## config.mk

```make
export PLATFORM = sky130hd
export DESIGN_NAME = cache_ctrl
export DESIGN_NICKNAME = d
export VERILOG_FILES = /design/src/rtl/cache_ctrl.sv
export SDC_FILE = /design/constraint.sdc
export NUM_CORES = 1
export LEC_CHECK = 0
export ABC_CLOCK_PERIOD_IN_PS = 2500
export CAP_MARGIN = 20
export CORE_MARGIN = 5
export CORE_UTILIZATION = 40
export DETAILED_ROUTE_END_ITERATION = 6
export PLACE_DENSITY = 0.86
export SYNTH_ARGS = -nofsm -noshare
export SYNTH_HDL_FRONTEND = slang
export SYNTH_SLANG_ARGS = --single-unit
```

## constraint.sdc

```tcl
create_clock -name clk -period 2.5 [get_ports clk]
set_input_delay 0.5 -clock clk [delete_from_list [all_inputs] [get_ports clk]]
set_output_delay 0.5 -clock clk [all_outputs]
set_load 0.02 [all_outputs]
```

## src/rtl/cache_ctrl.sv

```systemverilog
// cache_ctrl: single-outstanding CPU load/store front end for a lookup/update
// cache with write-through to memory. Read hits are served from the cache, read
// misses are fetched from memory and filled, writes go to memory first and are
// then written into the cache. Read hit/miss statistics are kept in wrapping
// counters.
module cache_ctrl #(
  parameter int XLEN        = 32,
  parameter int BYTE_OFFSET = 2,
  parameter int CNT_WIDTH   = 32
) (
  input  logic                 clk,
  input  logic                 rst_n,
  // CPU request/response
  input  logic                 cpu_req_valid,
  output logic                 cpu_req_ready,
  input  logic [XLEN-1:0]      cpu_req_addr,
  input  logic                 cpu_req_we,
  input  logic [XLEN-1:0]      cpu_req_wdata,
  output logic                 cpu_resp_valid,
  output logic [XLEN-1:0]      cpu_resp_data,
  // cache lookup / update
  output logic [XLEN-1:0]      cache_addr,
  input  logic                 cache_hit,
  input  logic [XLEN-1:0]      cache_data,
  output logic                 cache_update,
  output logic [XLEN-1:0]      cache_update_addr,
  output logic [XLEN-1:0]      cache_update_data,
  // memory request/response
  output logic                 mem_req_valid,
  input  logic                 mem_req_ready,
  output logic [XLEN-1:0]      mem_req_addr,
  output logic                 mem_req_we,
  output logic [XLEN-1:0]      mem_req_wdata,
  input  logic                 mem_resp_valid,
  input  logic [XLEN-1:0]      mem_resp_data,
  // statistics
  output logic [CNT_WIDTH-1:0] hit_count,
  output logic [CNT_WIDTH-1:0] miss_count
);

  typedef enum logic [2:0] {
    S_IDLE     = 3'd0,
    S_LOOKUP   = 3'd1,
    S_MEM_REQ  = 3'd2,
    S_MEM_WAIT = 3'd3,
    S_FILL     = 3'd4
  } state_t;

  state_t                r_state;
  state_t                w_next;

  logic [XLEN-1:0]       r_addr;
  logic                  r_we;
  logic [XLEN-1:0]       r_wdata;
  logic [XLEN-1:0]       r_fill_data;
  logic [XLEN-1:0]       r_resp_data;
  logic                  r_resp_valid;
  logic                  r_update;
  logic                  r_mem_valid;
  logic [CNT_WIDTH-1:0]  r_hit_count;
  logic [CNT_WIDTH-1:0]  r_miss_count;

  logic                  w_accept;
  logic [XLEN-1:0]       w_aligned;
  logic                  w_fill_go;
  logic                  w_resp_valid_nxt;
  logic [XLEN-1:0]       w_resp_data_nxt;
  logic [XLEN-1:0]       w_fill_data_nxt;
  logic                  w_mem_valid_nxt;
  logic                  w_hit_inc;
  logic                  w_miss_inc;

  assign w_accept  = cpu_req_valid && (r_state == S_IDLE);
  assign w_aligned = {cpu_req_addr[XLEN-1:BYTE_OFFSET], {BYTE_OFFSET{1'b0}}};

  // State register; reset abandons any transaction in flight.
  always_ff @(posedge clk or negedge rst_n) begin
    if (!rst_n) r_state <= S_IDLE;
    else        r_state <= w_next;
  end

  // Next-state logic.
  always_comb begin
    w_next = r_state;
    case (r_state)
      S_IDLE:     if (w_accept) w_next = cpu_req_we ? S_MEM_REQ : S_LOOKUP;
      S_LOOKUP:   w_next = cache_hit ? S_IDLE : S_MEM_REQ;
      S_MEM_REQ:  if (mem_req_ready) w_next = r_we ? S_FILL : S_MEM_WAIT;
      S_MEM_WAIT: if (mem_resp_valid) w_next = S_FILL;
      S_FILL:     w_next = S_IDLE;
      default:    w_next = S_IDLE;
    endcase
  end

  // Output logic: next values of the registered outputs, decided per state.
  always_comb begin
    w_fill_go        = 1'b0;
    w_resp_valid_nxt = 1'b0;
    w_resp_data_nxt  = r_resp_data;
    w_fill_data_nxt  = r_fill_data;
    w_hit_inc        = 1'b0;
    w_miss_inc       = 1'b0;
    case (r_state)
      S_LOOKUP: begin
        if (cache_hit) begin
          w_resp_valid_nxt = 1'b1;
          w_resp_data_nxt  = cache_data;
          w_hit_inc        = 1'b1;
        end else begin
          w_miss_inc = 1'b1;
        end
      end
      S_MEM_REQ: begin
        // A write completes as soon as memory takes it; the fill carries wdata.
        if (mem_req_ready && r_we) begin
          w_fill_go       = 1'b1;
          w_fill_data_nxt = r_wdata;
        end
      end
      S_MEM_WAIT: begin
        if (mem_resp_valid) begin
          w_fill_go       = 1'b1;
          w_fill_data_nxt = mem_resp_data;
        end
      end
      default: ;
    endcase
    if (w_fill_go) begin
      w_resp_valid_nxt = 1'b1;
      w_resp_data_nxt  = w_fill_data_nxt;
    end
    w_mem_valid_nxt = (w_next == S_MEM_REQ);
  end

  // Request latch: address (word aligned), direction and write data.
  always_ff @(posedge clk or negedge rst_n) begin
    if (!rst_n) begin
      r_addr  <= '0;
      r_we    <= 1'b0;
      r_wdata <= '0;
    end else if (w_accept) begin
      r_addr  <= w_aligned;
      r_we    <= cpu_req_we;
      r_wdata <= cpu_req_wdata;
    end
  end

  // Registered response, cache update strobe, fill data and memory request valid.
  always_ff @(posedge clk or negedge rst_n) begin
    if (!rst_n) begin
      r_resp_valid <= 1'b0;
      r_resp_data  <= '0;
      r_fill_data  <= '0;
      r_update     <= 1'b0;
      r_mem_valid  <= 1'b0;
    end else begin
      r_resp_valid <= w_resp_valid_nxt;
      r_resp_data  <= w_resp_data_nxt;
      r_fill_data  <= w_fill_data_nxt;
      r_update     <= w_fill_go;
      r_mem_valid  <= w_mem_valid_nxt;
    end
  end

  // Read hit/miss statistics, wrapping at 2^CNT_WIDTH; writes are not counted.
  always_ff @(posedge clk or negedge rst_n) begin
    if (!rst_n) begin
      r_hit_count  <= '0;
      r_miss_count <= '0;
    end else begin
      if (w_hit_inc)  r_hit_count  <= r_hit_count + CNT_WIDTH'(1);
      if (w_miss_inc) r_miss_count <= r_miss_count + CNT_WIDTH'(1);
    end
  end

  assign cpu_req_ready     = (r_state == S_IDLE);
  assign cpu_resp_valid    = r_resp_valid;
  assign cpu_resp_data     = r_resp_data;
  assign cache_addr        = r_addr;
  assign cache_update      = r_update;
  assign cache_update_addr = r_addr;
  assign cache_update_data = r_fill_data;
  assign mem_req_valid     = r_mem_valid;
  assign mem_req_addr      = r_addr;
  assign mem_req_we        = r_we;
  assign mem_req_wdata     = r_wdata;
  assign hit_count         = r_hit_count;
  assign miss_count        = r_miss_count;

endmodule

```

# Yosys cells after proc, flatten, opt, wreduce, memory -nomap -nowiden
# Cells that the tools add are included.
[totals]
register_bits = 197
in_bits = 135
output_inout_bits = 261
[op_classes]
addsub = 2
eq_ne = 4
muxes = 21
reduce_logical = 6
[ops]
columns = ["cell", "n"]
rows = [
  ["two-way mux 32 bit", 5],
  ["adder 32 x 1 -> 32 bit (second input constant)", 2],
  ["case mux 32 bit (2 select lines)", 1],
  ["two-way mux 3 bit", 4],
  ["case mux 3 bit (4 select lines)", 1],
  ["== test 3 x 2 -> 1 bit (second input constant)", 3],
  ["two-way mux 1 bit", 7],
  ["two-way mux 2 bit", 2],
  ["nonzero test 2 bit", 2],
  ["== test 3 x 1 -> 1 bit (second input constant)", 1],
  ["logical NOT 3 bit", 1],
  ["logical AND 1 bit", 2],
  ["case mux 1 bit (2 select lines)", 1],
  ["AND reduction 2 bit", 1],
]

# Logic depth before layout (Yosys ltp)
[logic_depth]
word_depth = 5
ltp_mapped = 7

# Worst setup path before layout
# No wires, ideal clock.
[synth_timing]
path_type = "input -> register"
from = "input cache_hit"
to = "register r_miss_count[31] (netlist: miss_count[31])"
arrival_time_ns = 2.188
slack_ns = 0.233
cell_stages = 6
path_cell_list = "or4b_1 buf_2 or4_1 buf_4 nor4_4 xor2_1"
[synth_via]
elab_chain_len = 2
[synth_rtl]
columns = ["item", "line_no", "text"]
rows = [
  ["from (decl)", "23", "input logic cache_hit,"],
  ["two-way mux 1 bit", "105", "if (cache_hit) begin"],
  ["two-way mux 1 bit", "103", "case (r_state)"],
  ["to (signal assigned)", "172", "if (w_miss_inc) r_miss_count <= r_miss_count + CNT_WIDTH'(1);"],
  ["to (decl)", "61", "logic [CNT_WIDTH-1:0] r_miss_count;"],
]
# No other way between the ends.
# A chain may end at the register's enable or synchronous reset.

# Final worst setup path
# Ends and elaborated chain as after synthesis.

==> run_results.csv <==
group,metric,value,unit
setup_path,cp_slowest_stage_delay,0.58,ns
power,leakage,6.14,nW
routing,drt_wl_total,30800,um
synthesis,synthesis.instances,990,
floorplanning,floorplan.initialDensity,40.3,%
floorplanning,die_height,163,um
synthesis,yosys_warnings,0,
floorplanning,num_rows,56,
clock_tree,skew_pair_late_insertion_delay,0.44,ns
synthesis,synth-seq-cells,197,
routing,drcViolationCount,0,
outcome,outcome,"completed",
sta,whs,0.0129,ns
sta,slew_headroom,58.1,%
synthesis,synth-seq-area-share,52.4,%
global_route,grt_pass1_vias,8676,
synthesis,ys_dominant_reg_cell,"sky130_fd_sc_hd__dfrtp_1",
clock_tree,clk_transition_reported_paths,0.08,ns
setup_path,cp.arrival,2.73,ns
floorplanning,design.die.area,26700,sq um
setup_path,required_time_worst_endpoint,2.85,ns
setup_path,r2r_worst_path_depth,5,
synthesis,syn-mean-instance-area,9.50,sq um
routing,drt.antenna.violating_nets,0,
synthesis,synth_cell_type_count,45,
sta,fmax,420,MHz
floorplanning,num_io_pins,396,
placed_design,numPortBuffers,387,
job,cap_viol_max_count,0,
synthesis,ys_async_sr_fraction,100,%
placed_design,dp_hpwl,23300,um
sta,worstMarginPinSlew,0.628,ns
cells_and_area,nFillCells,1934,
setup_path,slowest_stage,"sky130_fd_sc_hd__or4b_1",
routing,wl_per_cell,18.7,um
synthesis,synthesis.area,9400,sq um
clock_tree,holdBufCountCts,0,
global_route,number_of_antenna_violations_at_the_first_check_in_global_routing,1,
cells_and_area,layout.nets,1453,
global_route,grt_usage,22.9,%
routing,vias,8333,
cells_and_area,drive_above_1_share,5.79,%
cells_and_area,layout_commonest_cell,"sky130_fd_sc_hd__clkdlybuf4s50_1",
sta,final_hold_viol_count,0,
setup_path,worst_reg2reg_startpoint,"r_state[2]",
cells_and_area,area.growth.synth_to_final,48.2,%
clock_tree,tritoncts_num_sinks,197,
floorplanning,fp.dieW,163,um
power,ir_worst_vdd,0.822,mV
clock_tree,tritoncts.num_buffers,17,
placed_design,globalplace.congestion,0.887,
global_route,globalRouteOverflowTotal,0,
routing,route.detailed.vias_per_inst,5.06,
setup_path,critPathKind,"in -> reg",
setup_path,worstSetupStartpointType,"primary input",
clock_tree,cts.repair.resized,1,
clock_tree,postCtsSetupBuffers,0,
routing,pre_antenna_drt_iters,5,
sta,timing_max_transition_violations_final,0,
power,powerDensity,1200,nW/um^2
sta,period_needed,2.38,ns
clock_tree,cts.path.max_buffers,2,
routing,drt_iter0_markers,540,
cells_and_area,multi_input_area,3750,sq um
worst_hold_path,worstHoldPathType,"in -> async",
clock_tree,htree_levels,4,
power,power,16.8,mW
cells_and_area,diodes,0,
sta,final.setup_skew,0.0188,ns
setup_path,cp-end-kind,"register",
sta,fin_crit_sh,95.2,%
setup_path,critical_path.max_fanout,6,
setup_path,worst-r2r-setup-slack,0.26,ns
clock_tree,cts-root-buf,"sky130_fd_sc_hd__clkbuf_16",
global_route,grt_pass1_wl,47900,um
global_route,maximum_number_of_pins_on_one_net_before_global_route_repair,64,
setup_path,r2r-end,"miss_count[31]",
sta,finalSetupViolations,0,
setup_path,cp_cell_sequence,"clkdlybuf4s50_1 -> or4b_1 -> or4_1 -> buf_4 -> nor4_4 -> xor2_1",
sta,rsz_0062_raised_after_global_routing,"false",
clock_tree,tritoncts,"done",
cells_and_area,commonest_cells_after_routing_fill_and_taps_aside,"sky130_fd_sc_hd__clkdlybuf4s50_1 (385), sky130_fd_sc_hd__nand2_1 (297), sky130_fd_sc_hd__dfrtp_1 (197), sky130_fd_sc_hd__nand3_1 (48), sky130_fd_sc_hd__xnor2_1 (39)",
synthesis,synth-edff-count,0,
cells_and_area,seqCellArea,4930,sq um
floorplanning,core,23300,sq um
## logic make-up (layout without fill, tap and decap cells)
| kind of cell | after synthesis | after routing | synth area share [%] |
|---|---|---|---|
| AND/OR/NAND/NOR | 487 | 487 | 24.4 |
| flip-flops | 197 | 197 | 52.4 |
| buffers and inverters | 138 | 472 | 8.20 |
| AO/OA/AOI/OAI | 83 | 83 | 6.79 |
| XOR/XNOR | 62 | 62 | 5.78 |
| multiplexers | 20 | 20 | 2.13 |
| adder cells (fa/ha/maj) | 2 | 2 | 0.266 |
| other | 1 | 6 | 0.0399 |
## worst max path at each step
stage,to,slack (ns),start
floorplan,miss_count[31],0.23,cache_hit
global placement,miss_count[31],-0.26,cache_hit
detailed placement,miss_count[31],-0.31,cache_hit
CTS,miss_count[31],0.16,cache_hit
global route,miss_count[31],0.09,cache_hit
finish,miss_count[31],0.12,cache_hit
## through the flow
stage               worst slack, ns  instances  instance area [sq um]  util (%)  TNS, ns
finish                        0.121       1648                  13900      59.7        0
detailed placement           -0.311       1616                  13400      57.2    -2.18
global placement             -0.256       1616                  13400      57.2    -1.39
CTS                           0.157       1648                  13900      59.7        0
global route                 0.0935       1648                  13900      59.7        0
floorplan                     0.233        995                   9420         -        0
## synth_stat cells, types with 5 or more instances
master / instances / area share, %
sky130_fd_sc_hd__nand4b_1: 14 / 1.3
sky130_fd_sc_hd__nor2b_1: 5 / 0.33
sky130_fd_sc_hd__o221ai_1: 10 / 0.93
sky130_fd_sc_hd__a221o_1: 13 / 1.4
sky130_fd_sc_hd__and3_1: 17 / 1.1
sky130_fd_sc_hd__buf_4: 67 / 5.4
sky130_fd_sc_hd__nor2_1: 21 / 0.84
sky130_fd_sc_hd__xor2_1: 23 / 2.1
sky130_fd_sc_hd__dfrtp_1: 197 / 52
sky130_fd_sc_hd__nand3_1: 48 / 2.6
sky130_fd_sc_hd__o21ai_1: 11 / 0.59
sky130_fd_sc_hd__buf_1: 6 / 0.24
sky130_fd_sc_hd__nand2_1: 298 / 12
sky130_fd_sc_hd__mux2i_1: 20 / 2.1
sky130_fd_sc_hd__nand2b_1: 15 / 1.0
sky130_fd_sc_hd__clkbuf_1: 44 / 1.8
sky130_fd_sc_hd__o21a_1: 23 / 1.8
sky130_fd_sc_hd__o31ai_1: 9 / 0.72
sky130_fd_sc_hd__or4_1: 5 / 0.40
sky130_fd_sc_hd__nor3_1: 17 / 0.91
sky130_fd_sc_hd__nand4_1: 19 / 1.3
sky130_fd_sc_hd__xnor2_1: 39 / 3.6
sky130_fd_sc_hd__inv_1: 20 / 0.80
sky130_fd_sc_hd__a21boi_0: 13 / 1.0
## final cells by class
cell class / instances / share of cell area, %
flip-flops and latches: 197 / 35.4
inverters: 20 / 0.539
clock inverters: 14 / 1.10
repair buffers: 420 / 30.1
multi-input cells: 660 / 26.9
well taps: 319 / 2.86
clock buffers: 18 / 3.08
## per-layer routing
layer  part of all wire, %  wire (um)  global-route usage (%)
met5                     0          0                       0
met2                    50      15600                    38.3
met3                   7.6       2340                    6.13
met1                    39      12100                    28.5
met4                   2.7        847                    8.27
## power breakdown
| part | internal [mW] | total (mW) | switching [mW] |
|---|---|---|---|
| Sequential | 4.29 | 5.31 | 1.01 |
| Combinational | 4.04 | 8.75 | 4.72 |
| Clock | 1.35 | 2.73 | 1.38 |
## critical path: cells and delay by family
kind          cells  cell delay [ns]
buf+inv           2             0.66
simple gates      3             1.40
xor+xnor          1             0.17
## registers in the layout, summed over array words and instances (netlist names), 3 cells and up
register	cells
cache_update_data	32
cpu_resp_data	32
hit_count	32
mem_req_wdata	32
miss_count	32
cache_addr	30
r_state	3
Power figures use the tool's default switching activity.
==> RTL edit 1, RTL diff (config.mk and constraints unchanged) <==
Reset style: synchronous (`rst_n`), changed in 4 clocked blocks.
--- a/src/rtl/cache_ctrl.sv
+++ b/src/rtl/cache_ctrl.sv
@@ -74,7 +74,7 @@
   assign w_aligned = {cpu_req_addr[XLEN-1:BYTE_OFFSET], {BYTE_OFFSET{1'b0}}};
 
   // State register; reset abandons any transaction in flight.
-  always_ff @(posedge clk or negedge rst_n) begin
+  always_ff @(posedge clk) begin
     if (!rst_n) r_state <= S_IDLE;
     else        r_state <= w_next;
   end
@@ -133,7 +133,7 @@
   end
 
   // Request latch: address (word aligned), direction and write data.
-  always_ff @(posedge clk or negedge rst_n) begin
+  always_ff @(posedge clk) begin
     if (!rst_n) begin
       r_addr  <= '0;
       r_we    <= 1'b0;
@@ -146,7 +146,7 @@
   end
 
   // Registered response, cache update strobe, fill data and memory request valid.
-  always_ff @(posedge clk or negedge rst_n) begin
+  always_ff @(posedge clk) begin
     if (!rst_n) begin
       r_resp_valid <= 1'b0;
       r_resp_data  <= '0;
@@ -163,7 +163,7 @@
   end
 
   // Read hit/miss statistics, wrapping at 2^CNT_WIDTH; writes are not counted.
-  always_ff @(posedge clk or negedge rst_n) begin
+  always_ff @(posedge clk) begin
     if (!rst_n) begin
       r_hit_count  <= '0;
       r_miss_count <= '0;
Formal check against the unedited RTL: differs if rst_n is asserted again (counterexample within 4 cycles, from zero or initial values and one cycle with rst_n low); with rst_n held inactive, the same outputs for 4 cycles.
==> RTL edit 1 against the original RTL <==
- count of clock-buffer cells in the layout up 1
- sequential cell count stayed put
- synthesized area decreased by 5.4%
- largest cell class is now multi-input combinational cells
- setup slack lost 0.041 ns
- first-iteration DRC count decreased by 18%
- die area is 5.1% lower
- highest routed layer unchanged
- routed wire length fell by 4.1%
- cell area shrank 5.1%
Power is not compared: it rests on default switching activity, and its combinational part moved more than twofold at a synthesized area within 25%.
==> RTL edit 1: results (changes against the original RTL) <==
** Placement
- The final weighted congestion in routability-driven placement was 0.841 (was 0.887).
- Sum of net half-perimeters after detailed placement :: 22000 microns (was 23300 microns)
- Worst setup slack before clock tree synthesis :: 0.0778 ns (was -0.311 ns)

** Clock tree
- The TritonCTS buffer count came to 17 (unchanged).
- Clk pin slew, worst setup/hold paths :: 0.08 ns (about the same)
- Clock root buffer :: sky130_fd_sc_hd__clkbuf_16 (unchanged)
- The worst-case clock buffer depth is 2 (unchanged).
- At the later pin of the worst-skew pair, clock insertion delay measures 0.43 ns.
- PostCTS Resize Cnt :: 0 (was 1)

** Worst setup path
- The family with the most delay on the worst path was buffers and inverters (was simple AND/OR/NAND/NOR gates).
- Maximum fanout along the worst path :: 7 (was 6)
- The minimum setup slack among reg-to-reg paths came to 0.42 ns (was 0.26 ns).
- Largest stage delay, worst path :: 0.71 ns (was 0.58 ns)
- Crit path arrival time :: 1.92 ns (was 2.73 ns)
- The cell with the largest stage delay on the worst path is sky130_fd_sc_hd__clkdlybuf4s50_1 (was sky130_fd_sc_hd__or4b_1).

** Finish
- Number of filler cells placed in the layout :: 1833 (was 1934)
- Antenna diode instance count :: 0 (unchanged)
- The post-layout net count is 1463 (was 1453).
- Fraction of final layout cells sized beyond drive strength 1 :: 5.23% (was 5.79%)

** Power
- Summed over all nets, the switching power comes to 0.00222 W.

** Global route
- The largest net degree at the start of global routing came to 65 (was 64).
- The number of global-route vias before repair is 8378 (was 8676).
- Antenna violations before repair :: 0 (was 1)
- Wire length of the first global-routing pass :: 46200 microns (was 47900 microns)
- Total Routing Usage GR :: 22.3% (was 22.9%)

** STA
- Final Skew :: 0.0136 ns (was 0.0188 ns)
- Period minus WS final :: 2.42 ns (was 2.38 ns)
- The transition at the pin with the smallest max-transition slack came to 0.562 ns (was 0.628 ns).

** Synthesis
- The Yosys warning count is 0 (unchanged).
- Count of unique library cells instantiated by Yosys :: 44 (was 45)
- Cell types occupying the most area after synthesis: sky130_fd_sc_hd__dfxtp_1, sky130_fd_sc_hd__a21boi_0, sky130_fd_sc_hd__nand2_1 (was sky130_fd_sc_hd__dfrtp_1, sky130_fd_sc_hd__nand2_1, sky130_fd_sc_hd__buf_4).
- Commonest cells post-synth: sky130_fd_sc_hd__dfxtp_1, sky130_fd_sc_hd__nand2_1, sky130_fd_sc_hd__a21boi_0 (was sky130_fd_sc_hd__nand2_1, sky130_fd_sc_hd__dfrtp_1, sky130_fd_sc_hd__buf_4).
- The sequential-to-total area share from yosys stat was 44.4% (was 52.4%).
- Async set-or-reset flop fraction in the synthesized netlist :: 0% (was 100%)

** Drt
- Average vias per placed instance :: 5.14 (was 5.06)
- First DRT Iteration DRCs :: 443 (was 540)
- The remaining routing DRC violations was 0 (unchanged).
- The average wire length per cell after detail routing is 18.3 microns (was 18.7 microns).

** Min path
- The worst hold path passes through 2 cells.
- The class of the most critical hold timing path is flop to flop (was primary input to asynchronous set/reset pin).

** Status
- Result of the run: complete, no violations (unchanged).
[RTL edit 1: cell count changes in the layout (fill, tap and decap cells not counted), moves of 11 or more]
cell,change
sky130_fd_sc_hd__nand2_1,-111
sky130_fd_sc_hd__nand3_1,-27
sky130_fd_sc_hd__a21boi_0,+83
sky130_fd_sc_hd__nand4b_1,-12
sky130_fd_sc_hd__a22oi_1,+39
sky130_fd_sc_hd__dfrtp_1,-197
sky130_fd_sc_hd__nor3_1,-11
sky130_fd_sc_hd__a21oi_1,+13
sky130_fd_sc_hd__inv_1,-11
sky130_fd_sc_hd__a221o_1,-13
sky130_fd_sc_hd__dfxtp_1,+197
sky130_fd_sc_hd__and2_1,+72
sky130_fd_sc_hd__o21a_1,-22
sky130_fd_sc_hd__o21ai_0,+55
[RTL edit 1: power groups by stage]
stage	registers [W]	logic [W]	clock network, W
after floorplan	0.00363	0.000644	0
after global placement	0.00348	0.00152	0
after detailed placement	0.00349	0.00154	0
after CTS	0.00342	0.00154	0.00271
after global routing	0.00344	0.00163	0.00283
final	0.00342	0.00153	0.00264
[RTL edit 1: kinds of logic after synthesis]
group | synth area share, %
other cells | 0.0422
fa+ha+maj | 0.281
buf+inv | 8.70
simple gates | 22.3
compound gates | 16.6
mux | 2.53
xor+xnor | 5.22
flops | 44.4
[RTL edit 1: final cells by class]
| type | count | share of cell area [%] |
|---|---|---|
| multi-input combinational | 691 | 31.9 |
| timing repair buffer | 410 | 31.1 |
| sequential | 197 | 29.8 |
| clock buffer | 19 | 3.35 |
| tap | 280 | 2.65 |
| clock inverter | 12 | 0.851 |
| inverter | 9 | 0.255 |
[RTL edit 1: final timing paths]
kind                               from                    end
setup / recovery             r_state[2]          cpu_req_ready
hold / removal    cache_update_data[14]  cache_update_data[14]
setup reg to reg             r_state[0]         miss_count[27]
hold reg to reg   cache_update_data[14]  cache_update_data[14]
[RTL edit 1: metal layers]
layer | global-route usage (%) | vias to the layer above | routed length (microns)
met4 | 7.13 | 0 | 731
met5 | 0 | - | 0
li1 | - | 4018 | -
met3 | 7.69 | 44 | 2230
met2 | 39.3 | 286 | 14900
met1 | 25.2 | 3972 | 11700
[RTL edit 1: worst register-to-register path, delay by kind of cell, from the launching register on]
| family | cells | cell delay, ns |
|---|---|---|
| XOR/XNOR | 1 | 0.11 |
| flip-flops | 1 | 0.48 |
| AND/OR/NAND/NOR | 4 | 1.38 |
[RTL edit 1: per-stage QoR]
step	area, sq um	hold slack [ns]	instances	power, W
finish	13200	0.463	1618	0.00759
global route	13200	0.482	1618	0.00790
CTS	13200	0.465	1618	0.00767
detailed placement	12700	0.455	1587	0.00503
global placement	12700	0.448	1587	0.00500
floorplan	8910	0.539	1025	0.00427
==> RTL edit 2, RTL diff (same settings) <==
Without the edit above. Change the parameter `BYTE_OFFSET` from 2 to 1.
--- a/src/rtl/cache_ctrl.sv
+++ b/src/rtl/cache_ctrl.sv
@@ -5,7 +5,7 @@
 // counters.
 module cache_ctrl #(
   parameter int XLEN        = 32,
-  parameter int BYTE_OFFSET = 2,
+  parameter int BYTE_OFFSET = 1,
   parameter int CNT_WIDTH   = 32
 ) (
   input  logic                 clk,
Function: changed (Yosys sat finds a counterexample within 4 cycles, from zero or initial values and one cycle with rst_n low).
==> RTL edit 2 against the original RTL <==
- sequential cell count grew 1
- die area grew 0.40%
- routed wire length grew 3.6%
- synthesized area grew 0.43%
- power grew 0.48%
- via count grew 1.8%
- utilization grew 0.52 points
- setup slack gained 0.13 ns
- clock skew shrank 0.0081 ns
- combinational power grew 0.5%
- cell area grew 0.87%
- register-to-register slack gained 0.12 ns
- first-iteration DRC count grew 0.93%
- highest routed layer unchanged
==> RTL edit 2: results (changes against the original RTL) <==
** Drt
- The total vias in the final route is 8482 (was 8333).
- The total length of routed met2 wires was 15900 microns (was 15600 microns).
- The count of routing violations after the opening detailed-route iteration was 545 (was 540).
- The routed wire length was 31900 microns (was 30800 microns).
- Wire length the detailed router placed on met1 :: 12800 microns (was 12100 microns)

** Power
- The worst vdd rail ir drop is 0.827 mV (was 0.822 mV).

** Worst setup path
- The biggest cell delay along the critical path came to 0.41 ns (was 0.58 ns).
- Setup slack of the worst register-to-register path :: 0.38 ns (was 0.26 ns)
- Reg2reg start :: r_state[1] (was r_state[2])
- Crit path arrival time :: 1.75 ns (was 2.73 ns)
- Path depth of the worst reg2reg path :: 7 (was 5)
- Reg2reg end :: cache_update_data[16] (was miss_count[31])
- Worst path slowest cell :: sky130_fd_sc_hd__dlygate4sd2_1 (was sky130_fd_sc_hd__or4b_1)
- The family with the most delay on the worst path is buffers and inverters (was simple AND/OR/NAND/NOR gates).

** Synthesis
- Cell types occupying the most area after synthesis :: sky130_fd_sc_hd__dfrtp_1, sky130_fd_sc_hd__nand2_1, sky130_fd_sc_hd__buf_4 (unchanged)
- The unique cell type count in the Yosys netlist was 50 (was 45).
- Register area share after synthesis :: 52.5% (was 52.4%)

** Global route
- The combined global-route utilization of all metal layers came to 23.4% (was 22.9%).
- The wire length of the first global-routing pass was 48900 microns (was 47900 microns).
- Pin count of the biggest net entering global routing :: 62 (was 64)
- The number of global-route vias before repair is 8753 (was 8676).

** Placement
- Final GP Congestion :: 0.878 (was 0.887)
- Sum of net half-perimeters after detailed placement :: 24200 microns (was 23300 microns)
- Worst setup slack before clock tree synthesis :: -0.136 ns (was -0.311 ns)

** STA
- Final Skew :: 0.0107 ns (was 0.0188 ns)
- The worst slew slack as a fraction of its limit was 41.8% (was 58.1%).

** Finish
- Fraction of final layout cells sized beyond drive strength 1 :: 6.63% (was 5.79%)
- The post-layout net count was 1467 (was 1453).

** Status
- Result of the run :: complete, no violations (unchanged)
RTL edit 2: kinds of logic (layout without fill, tap and decap cells):
kind of cell | Yosys count | count (layout) | synth area share, %
AOI/OAI and AO/OA | 92 | 92 | 6.93
DFF | 198 | 198 | 52.5
adders and majority gates | 2 | 2 | 0.265
muxes | 22 | 22 | 2.33
other | 1 | 5 | 0.0397
xor gates and xnor gates | 62 | 62 | 5.75
and+or+nand+nor | 486 | 486 | 24.2
buffers and inverters | 133 | 477 | 7.99
RTL edit 2: worst max-delay path by stage:
stage                from  cells past startpoint        endpoint  slack (ns)
3_3_place_gp    cache_hit                      5  miss_count[31]       -0.12
4_1_cts        r_state[2]                      3   cpu_req_ready        0.18
3_5_place_dp    cache_hit                      5  miss_count[31]       -0.14
5_1_grt        r_state[2]                      3   cpu_req_ready        0.16
6_report       r_state[2]                      3   cpu_req_ready        0.25
2_1_floorplan  r_state[2]                      5  miss_count[31]        0.38
RTL edit 2: cell type report:
type	instances	area, sq um	share of cell area [%]
antenna	2	5.00	0.0356
sequential	198	4950	35.3
timing repair buffer	432	4310	30.7
inverter	14	52.6	0.374
clock inverter	14	141	1.01
tap	319	399	2.84
multi-input combinational	667	3770	26.8
clock buffer	17	425	3.03
RTL edit 2: worst reg2reg max path: stages, from the launching register on:
cell	delay [ns]
sky130_fd_sc_hd__dfrtp_1	0.42
sky130_fd_sc_hd__buf_4	0.22
sky130_fd_sc_hd__or3b_1	0.37
sky130_fd_sc_hd__buf_4	0.21
sky130_fd_sc_hd__nor2_2	0.12
sky130_fd_sc_hd__buf_4	0.30
sky130_fd_sc_hd__mux2i_1	0.24
sky130_fd_sc_hd__o21ai_0	0.11
RTL edit 2: routing by layer:
layer,vias up,track usage [%]
li1,3938,-
met1,4134,29.5
met2,362,39.6
met3,48,6.28
met4,0,7.01
met5,-,0
RTL edit 2: power groups by stage:
stage / logic [W] / registers, W / clock network, W
floorplan: 0.00372 / 0.00641 / 0
global placement: 0.00869 / 0.00533 / 0
detailed placement: 0.00886 / 0.00536 / 0
CTS: 0.00889 / 0.00534 / 0.00279
global route: 0.00939 / 0.00550 / 0.00293
finish: 0.00879 / 0.00534 / 0.00274
RTL edit 2: per-stage QoR:
step | power, W | cell area [sq um] | std cells
finish | 0.0169 | 14100 | 1663
global route | 0.0178 | 14100 | 1662
CTS | 0.0170 | 14100 | 1661
detailed placement | 0.0142 | 13500 | 1630
global placement | 0.0140 | 13500 | 1630
floorplan | 0.0101 | 9450 | 998
